===== src/rtl/score_disp_pkg.sv =====
// score_disp_pkg: shared types, segment constants and helpers for the score display
package score_disp_pkg;
  typedef enum logic [1:0] {IDLE, LOAD, SHIFT, DONE} conv_state_t;
  localparam logic [6:0] SEG_BLANK = 7'h7F;
  localparam logic [6:0] SEG_DASH = 7'b0111111;
  // ceil(w*1.21/4)*4: BCD register width that never overflows mid-conversion
  function automatic int bcd_width(input int w);
    return ((w * 121 + 399) / 400) * 4;
  endfunction
  function automatic logic [6:0] seg_decode(input logic [3:0] n);
    case (n)
      4'd0: return 7'b1000000;
      4'd1: return 7'b1111001;
      4'd2: return 7'b0100100;
      4'd3: return 7'b0110000;
      4'd4: return 7'b0011001;
      4'd5: return 7'b0010010;
      4'd6: return 7'b0000010;
      4'd7: return 7'b1111000;
      4'd8: return 7'b0000000;
      4'd9: return 7'b0010000;
      default: return SEG_BLANK;
    endcase
  endfunction
endpackage


===== src/rtl/score_bcd_display_if.sv =====
// score_bcd_display_if: score/ingame from the game block and display/BCD results back
interface score_bcd_display_if #(parameter int SCORE_W = 16, parameter int DIGITS = 5);
  logic [SCORE_W-1:0] score;
  logic ingame;
  logic [6:0] seg;
  logic [DIGITS-1:0] an;
  logic [4*DIGITS-1:0] bcd;
  logic valid;
  logic overflow;
  modport master(output score, ingame, input seg, an, bcd, valid, overflow);
  modport slave(input score, ingame, output seg, an, bcd, valid, overflow);
endinterface


===== src/rtl/bin2bcd_dd.sv =====
// bin2bcd_dd: sequential double-dabble converter, one bit per SHIFT cycle
module bin2bcd_dd import score_disp_pkg::*; #(
  parameter int BIN_W = 16,
  parameter int BCD_W = 20
) (
  input  logic             clk,
  input  logic             reset,
  input  logic             start,
  input  logic [BIN_W-1:0] bin,
  output logic             busy,
  output logic             done,
  output logic [BCD_W-1:0] bcd
);
  localparam int CW = $clog2(BIN_W + 1);
  conv_state_t state_q, state_d;
  logic [BCD_W+BIN_W-1:0] sh_q, sh_d, adj;
  logic [CW-1:0] cnt_q, cnt_d;
  logic [BCD_W-1:0] bcd_q, bcd_d;
  always_comb begin
    adj = sh_q;
    for (int i = 0; i < BCD_W / 4; i++)
      adj[BIN_W+4*i +: 4] = sh_q[BIN_W+4*i +: 4] + (sh_q[BIN_W+4*i +: 4] >= 4'd5 ? 4'd3 : 4'd0);
    state_d = state_q;
    sh_d = sh_q;
    cnt_d = cnt_q;
    bcd_d = bcd_q;
    case (state_q)
      IDLE: state_d = start ? LOAD : IDLE;
      LOAD: begin
        sh_d = {{BCD_W{1'b0}}, bin};
        cnt_d = CW'(BIN_W);
        state_d = SHIFT;
      end
      SHIFT: begin
        sh_d = adj << 1;
        cnt_d = cnt_q - 1'b1;
        state_d = cnt_q == CW'(1) ? DONE : SHIFT;
        bcd_d = cnt_q == CW'(1) ? sh_d[BIN_W +: BCD_W] : bcd_q;
      end
      DONE: state_d = IDLE;
      default: state_d = IDLE;
    endcase
    busy = state_q != IDLE;
    done = state_q == DONE;
    bcd = bcd_q;
  end
  always_ff @(posedge clk or posedge reset)
    if (reset) begin
      state_q <= IDLE;
      sh_q <= '0;
      cnt_q <= '0;
      bcd_q <= '0;
    end else begin
      state_q <= state_d;
      sh_q <= sh_d;
      cnt_q <= cnt_d;
      bcd_q <= bcd_d;
    end
endmodule


===== src/rtl/score_bcd_display.sv =====
// score_bcd_display: score-to-BCD conversion and multiplexed common-anode 7-segment drive
module score_bcd_display import score_disp_pkg::*; #(
  parameter int SCORE_W = 16,
  parameter int DIGITS = 5,
  parameter int REFRESH_DIV = 100000
) (
  input logic clk,
  input logic reset,
  score_bcd_display_if.slave bus
);
  localparam int BW0 = bcd_width(SCORE_W);
  localparam int BW = BW0 > 4 * DIGITS ? BW0 : 4 * DIGITS;
  localparam int IW = DIGITS > 1 ? $clog2(DIGITS) : 1;
  localparam int RW = REFRESH_DIV > 1 ? $clog2(REFRESH_DIV) : 1;
  logic [SCORE_W-1:0] score_q, score_d;
  logic valid_q, valid_d, valid, start, busy, done, ovf, blank;
  logic [BW-1:0] res;
  logic [4*DIGITS-1:0] bcd_disp;
  logic [RW-1:0] ref_q, ref_d;
  logic [IW-1:0] idx_q, idx_d;
  logic [6:0] seg_q, seg_d;
  logic [DIGITS-1:0] an_q, an_d;
  logic [3:0] nib;
  bin2bcd_dd #(.BIN_W(SCORE_W), .BCD_W(BW)) u_conv (
    .clk(clk), .reset(reset), .start(start), .bin(score_q),
    .busy(busy), .done(done), .bcd(res)
  );
  always_comb begin
    start = !busy && (!valid_q || bus.score != score_q);
    score_d = start ? bus.score : score_q;
    valid = valid_q | done;
    valid_d = valid;
    ovf = |(res >> (4 * DIGITS));
    bcd_disp = ovf ? {DIGITS{4'h9}} : res[4*DIGITS-1:0];
    ref_d = ref_q == RW'(REFRESH_DIV - 1) ? '0 : ref_q + 1'b1;
    idx_d = ref_q != RW'(REFRESH_DIV - 1) ? idx_q : idx_q == IW'(DIGITS - 1) ? '0 : idx_q + 1'b1;
    nib = 4'(bcd_disp >> {idx_q, 2'b00});
    // a digit is a leading zero when it and every digit above it are zero
    blank = idx_q != '0 && (bcd_disp >> {idx_q, 2'b00}) == '0;
    an_d = ~(DIGITS'(1) << idx_q);
    seg_d = !bus.ingame ? SEG_DASH : (!valid || blank) ? SEG_BLANK : seg_decode(nib);
    bus.seg = seg_q;
    bus.an = an_q;
    bus.bcd = bcd_disp;
    bus.valid = valid;
    bus.overflow = ovf;
  end
  always_ff @(posedge clk or posedge reset)
    if (reset) begin
      score_q <= '0;
      valid_q <= 1'b0;
      ref_q <= '0;
      idx_q <= '0;
      seg_q <= SEG_BLANK;
      an_q <= '1;
    end else begin
      score_q <= score_d;
      valid_q <= valid_d;
      ref_q <= ref_d;
      idx_q <= idx_d;
      seg_q <= seg_d;
      an_q <= an_d;
    end
endmodule


===== src/flat_wrapper.sv =====
// flat-port wrapper written by rule: the top's interface ports become plain ports
module score_bcd_display_flat import score_disp_pkg::*;
#(
  parameter int SCORE_W = 16,
  parameter int DIGITS = 5,
  parameter int REFRESH_DIV = 100000
)
  (clk, reset, bus_score, bus_ingame, bus_seg, bus_an, bus_bcd, bus_valid, bus_overflow);
  score_bcd_display_if #(.SCORE_W(SCORE_W), .DIGITS(DIGITS)) bus_i ();
  input logic clk;
  input logic reset;
  input wire logic [$bits(bus_i.score)-1:0] bus_score;
  input wire logic [$bits(bus_i.ingame)-1:0] bus_ingame;
  output wire logic [$bits(bus_i.seg)-1:0] bus_seg;
  output wire logic [$bits(bus_i.an)-1:0] bus_an;
  output wire logic [$bits(bus_i.bcd)-1:0] bus_bcd;
  output wire logic [$bits(bus_i.valid)-1:0] bus_valid;
  output wire logic [$bits(bus_i.overflow)-1:0] bus_overflow;
  assign bus_i.score = bus_score;
  assign bus_i.ingame = bus_ingame;
  assign bus_seg = bus_i.seg;
  assign bus_an = bus_i.an;
  assign bus_bcd = bus_i.bcd;
  assign bus_valid = bus_i.valid;
  assign bus_overflow = bus_i.overflow;
  score_bcd_display #(.SCORE_W(SCORE_W), .DIGITS(DIGITS), .REFRESH_DIV(REFRESH_DIV)) u_core (.clk(clk), .reset(reset), .bus(bus_i));
endmodule

===== config.mk =====
export PLATFORM = sky130hd
export DESIGN_NAME = score_bcd_display_flat
export DESIGN_NICKNAME = d
export VERILOG_FILES = /design/src/rtl/score_disp_pkg.sv /design/src/rtl/score_bcd_display_if.sv /design/src/rtl/bin2bcd_dd.sv /design/src/rtl/score_bcd_display.sv /design/src/flat_wrapper.sv
export SDC_FILE = /design/constraint.sdc
export NUM_CORES = 1
export LEC_CHECK = 0
export CAP_MARGIN = 25
export CORE_ASPECT_RATIO = 1.4
export CORE_UTILIZATION = 58
export CTS_BUF_LIST = sky130_fd_sc_hd__clkbuf_8 sky130_fd_sc_hd__clkbuf_16
export CTS_CLUSTER_DIAMETER = 50
export CTS_CLUSTER_SIZE = 25
export DETAILED_ROUTE_END_ITERATION = 7
export GPL_TIMING_DRIVEN = 1
export PLACE_DENSITY_LB_ADDON = 0.1
export SLEW_MARGIN = 25
export SYNTH_ARGS = -nofsm -noshare
export SYNTH_HDL_FRONTEND = slang
export SYNTH_SLANG_ARGS = --single-unit
export TNS_END_PERCENT = 50

===== constraint.sdc =====
create_clock -name clk -period 4 [get_ports clk]
set_input_delay 0.6 -clock clk [delete_from_list [all_inputs] [get_ports clk]]
set_output_delay 0.6 -clock clk [all_outputs]
set_load 0.02 [all_outputs]

==> reports/metrics.csv <==
metric,value,unit
outcome,"complete, no violations",
post-DP HPWL,8.04,mm
initial core utilization,60.3,%
Arrival @ worst endpoint,1.96,ns
Yosys top cell by area,dfrtp_1,
CP max stage delay,0.57,ns
Critical Path Fanout Max,3,
diode count,0,
Final nets,649,
Pre-antenna DRT Iters,4,
worst hold start,u_core.ref_q[0],
std cell rows,42,
Peak supply drop,0.000561,V
RSZ-0062 raised after global routing,no,
Total GRT Usage,23.9,%
most area-consuming cells after synthesis,"dfrtp_1 (44%), dfstp_2 (5.5%), ha_1 (5.5%)",
Worst Skew,0.00634,ns
Main synth FF type,dfrtp_1,
Reg2Reg Depth,8,
Fin Hold WS,0.487,ns
CTS tree,built,
clock buffer depth,2,
DRT Wirelength,11.2,mm
#FFs+latches synth,112,
vias,4104,
Clock Latency Late Sink,0.34,ns
Fin Setup TNS,0,ns
routed vias/inst,5.57,
Die W,86.0,um
period utilization,64.0,%
Max Freq,0.391,GHz
Final min period,2.56,ns
share of the synthesized area in the top cell type,43.7,%
Synth Net Count,606,
reg-to-reg startpoint,u_core.idx_q[1],
Worst setup EP type,output port,
Overflow after GRT,0,
R2R Setup Slk,1.45,ns
relative slew slack,44.5,%
"Setup Fix Bufs, Post-CTS",0,
number of flops mapped to enable cells by yosys,0,
post_cts resized,0,
Placement Cell Area,0.00631,mm^2
Area Growth Syn to Fin,15.4,%
post-route cell area,0.00661,mm^2
post-synthesis cell area,0.00573,mm^2
CORE AREA,0.00951,mm^2
Placement Setup Slack,1.23,ns
PortBufs,51,
FF-to-FF End,u_core.bus.seg[6],
Avg WL per Cell,15.2,um
Final ANT Viol Nets,0,
RePlAce Congestion,0.902,
CP Cell Sequence,"ha_1, nor2_1, inv_1, clkdlybuf4s50_1",
Die Ht,120,um
Leak,0.00287,uW
"Clk pin slew, worst setup/hold paths",0.07,ns
Yosys cell types,52,
Final Hold Vio Count,0,
Die Area,0.0103,mm^2
max-capacitance violation count,0,
H-tree levels,3,
Final setup viols,0,
Root Buffer,clkbuf_16,
DRT iter0 DRCs,227,
Worst Hold Depth,1,
Async SR Flop Fraction,100,%
Crit Path Category,reg -> out,
Synth Area per Inst,10.3,um^2
# IOs,53,
CTS hold repair buffers,0,
max-slew violations,0,
first-pass GRT wire length,19.1,mm
Mapped Cells,557,
Critical Path RT,3.40,ns
Worst-Margin Slew,0.832,ns
pwr/cell area,687,mW/mm^2
fraction of final layout cells sized beyond drive strength 1,10.6,%
Setup crit start kind,flip-flop,
largest net degree at the start of global routing,70,
DRC violations left,0,
YS warnings,0,
TritonCTS Sinks,112,
CP max-delay cell,clkdlybuf4s50_1,
sequential share of the synthesized area,49.2,%
TritonCTS buffer count,9,
Setup WS post-layout,1.44,ns
Hold Path Class,reg -> reg,
antenna violations before repair,0,
vias in the first global route,4060,
Hold EP,u_core.ref_q[0],
==> how the worst max path moves through the flow <==
stage / slack (ns) / to / cells past startpoint / from
after global routing: 1.33 / u_core.bus.seg[6] / 9 / u_core.idx_q[1]
after floorplan: 0.46 / u_core.idx_q[0] / 1 / reset
after CTS: 1.44 / bus_valid / 4 / u_core.u_conv.state_q[1]
final: 1.44 / bus_valid / 4 / u_core.u_conv.state_q[1]
after global placement: 1.28 / u_core.score_q[0] / 6 / bus_score[15]
after detailed placement: 1.23 / u_core.score_q[8] / 6 / bus_score[15]
==> synth_stat cells, drive strengths merged, types with 2 or more instances <==
| cell type | instances |
|---|---|
| dfrtp | 100 |
| xnor2 | 15 |
| xor2 | 25 |
| ha | 25 |
| nor3 | 4 |
| fa | 5 |
| clkbuf | 13 |
| nand2 | 61 |
| mux2 | 19 |
| nor2 | 42 |
| nand4 | 5 |
| o211ai | 7 |
| nand3b | 4 |
| nor3b | 2 |
| nand3 | 21 |
| a31o | 2 |
| dfstp | 12 |
| inv | 43 |
| o21ai | 38 |
| a21oi | 32 |
| nor2b | 4 |
| or2 | 3 |
| o22ai | 12 |
| nor4 | 8 |
| buf | 10 |
| mux2i | 24 |
| and3 | 4 |
==> cells in the final DEF, fill, tap and decap left out, types with 9 or more instances in the layout <==
cell type          n
nor2_1            42
dfstp_2           12
mux2_2            19
a21oi_1           32
nand2_1           60
o21ai_0           36
xnor2_1           15
mux2i_1           24
inv_1             44
xor2_1            25
o22ai_1           12
dfrtp_1          100
clkbuf_16          9
nand3_1           20
clkdlybuf4s50_1   51
ha_1              24
==> routing by layer <==
metal  vias up  wire, um  GRT usage, %
li1       1981         -             -
met1      2017      4810          29.2
met3        17       327          4.06
met4         0       231          10.2
met2        89      5850          41.4
met5         -         0             0
==> area by class of cell <==
cell class	instances	area [um^2]
tap	132	165
timing repair buffer	55	541
clock inverter	5	47.5
inverter	43	164
multi-input combinational	379	2630
clock buffer	11	253
sequential	112	2820
fill	759	2900
==> critical path, delay by kind of cell, from the launching register on <==
kind	cells	cell delay [ns]
fa+ha+maj	1	0.19
buf+inv	2	0.74
flops	1	0.40
simple gates	1	0.29
==> registers in the layout, summed over array words and instances (netlist names) <==
| signal | count |
|---|---|
| u_core.valid_q | 1 |
| u_core.u_conv.sh_q | 36 |
| u_core.u_conv.bcd | 20 |
| u_core.u_conv.state_q | 2 |
| u_core.bus.seg | 7 |
| u_core.u_conv.cnt_q | 5 |
| u_core.bus.an | 5 |
| u_core.idx_q | 3 |
| u_core.ref_q | 17 |
| u_core.score_q | 16 |
==> power by group <==
group | leakage [uW] | switching (uW) | internal (uW) | total (uW)
logic | 0.00131 | 1060 | 811 | 1870
registers | 0.00140 | 284 | 1500 | 1780
clock network | 0.000158 | 385 | 513 | 898
total | 0.00287 | 1730 | 2820 | 4550
==> metrics by stage <==
| stage | total power [uW] | utilization [%] | cells |
|---|---|---|---|
| after CTS | 4580 | 69.5 | 737 |
| final | 4550 | 69.5 | 737 |
| after detailed placement | 3670 | 66.3 | 721 |
| after floorplan | 3080 | - | 557 |
| after global placement | 3590 | 66.3 | 721 |
| after global routing | 4840 | 69.5 | 737 |
==> cell families (layout without fill, tap and decap cells) <==
| family | Yosys count | after routing | synth area share (%) |
|---|---|---|---|
| buffers and inverters | 66 | 114 | 5.15 |
| multiplexers | 43 | 43 | 7.92 |
| other | 1 | 1 | 0.0654 |
| XOR/XNOR | 40 | 40 | 6.11 |
| flip-flops | 112 | 112 | 49.2 |
| adder cells (fa/ha/maj) | 30 | 30 | 7.20 |
| AND/OR/NAND/NOR | 163 | 163 | 13.2 |
| AO/OA/AOI/OAI | 102 | 102 | 11.2 |
Note: power is estimated with default switching activity, not from simulation.
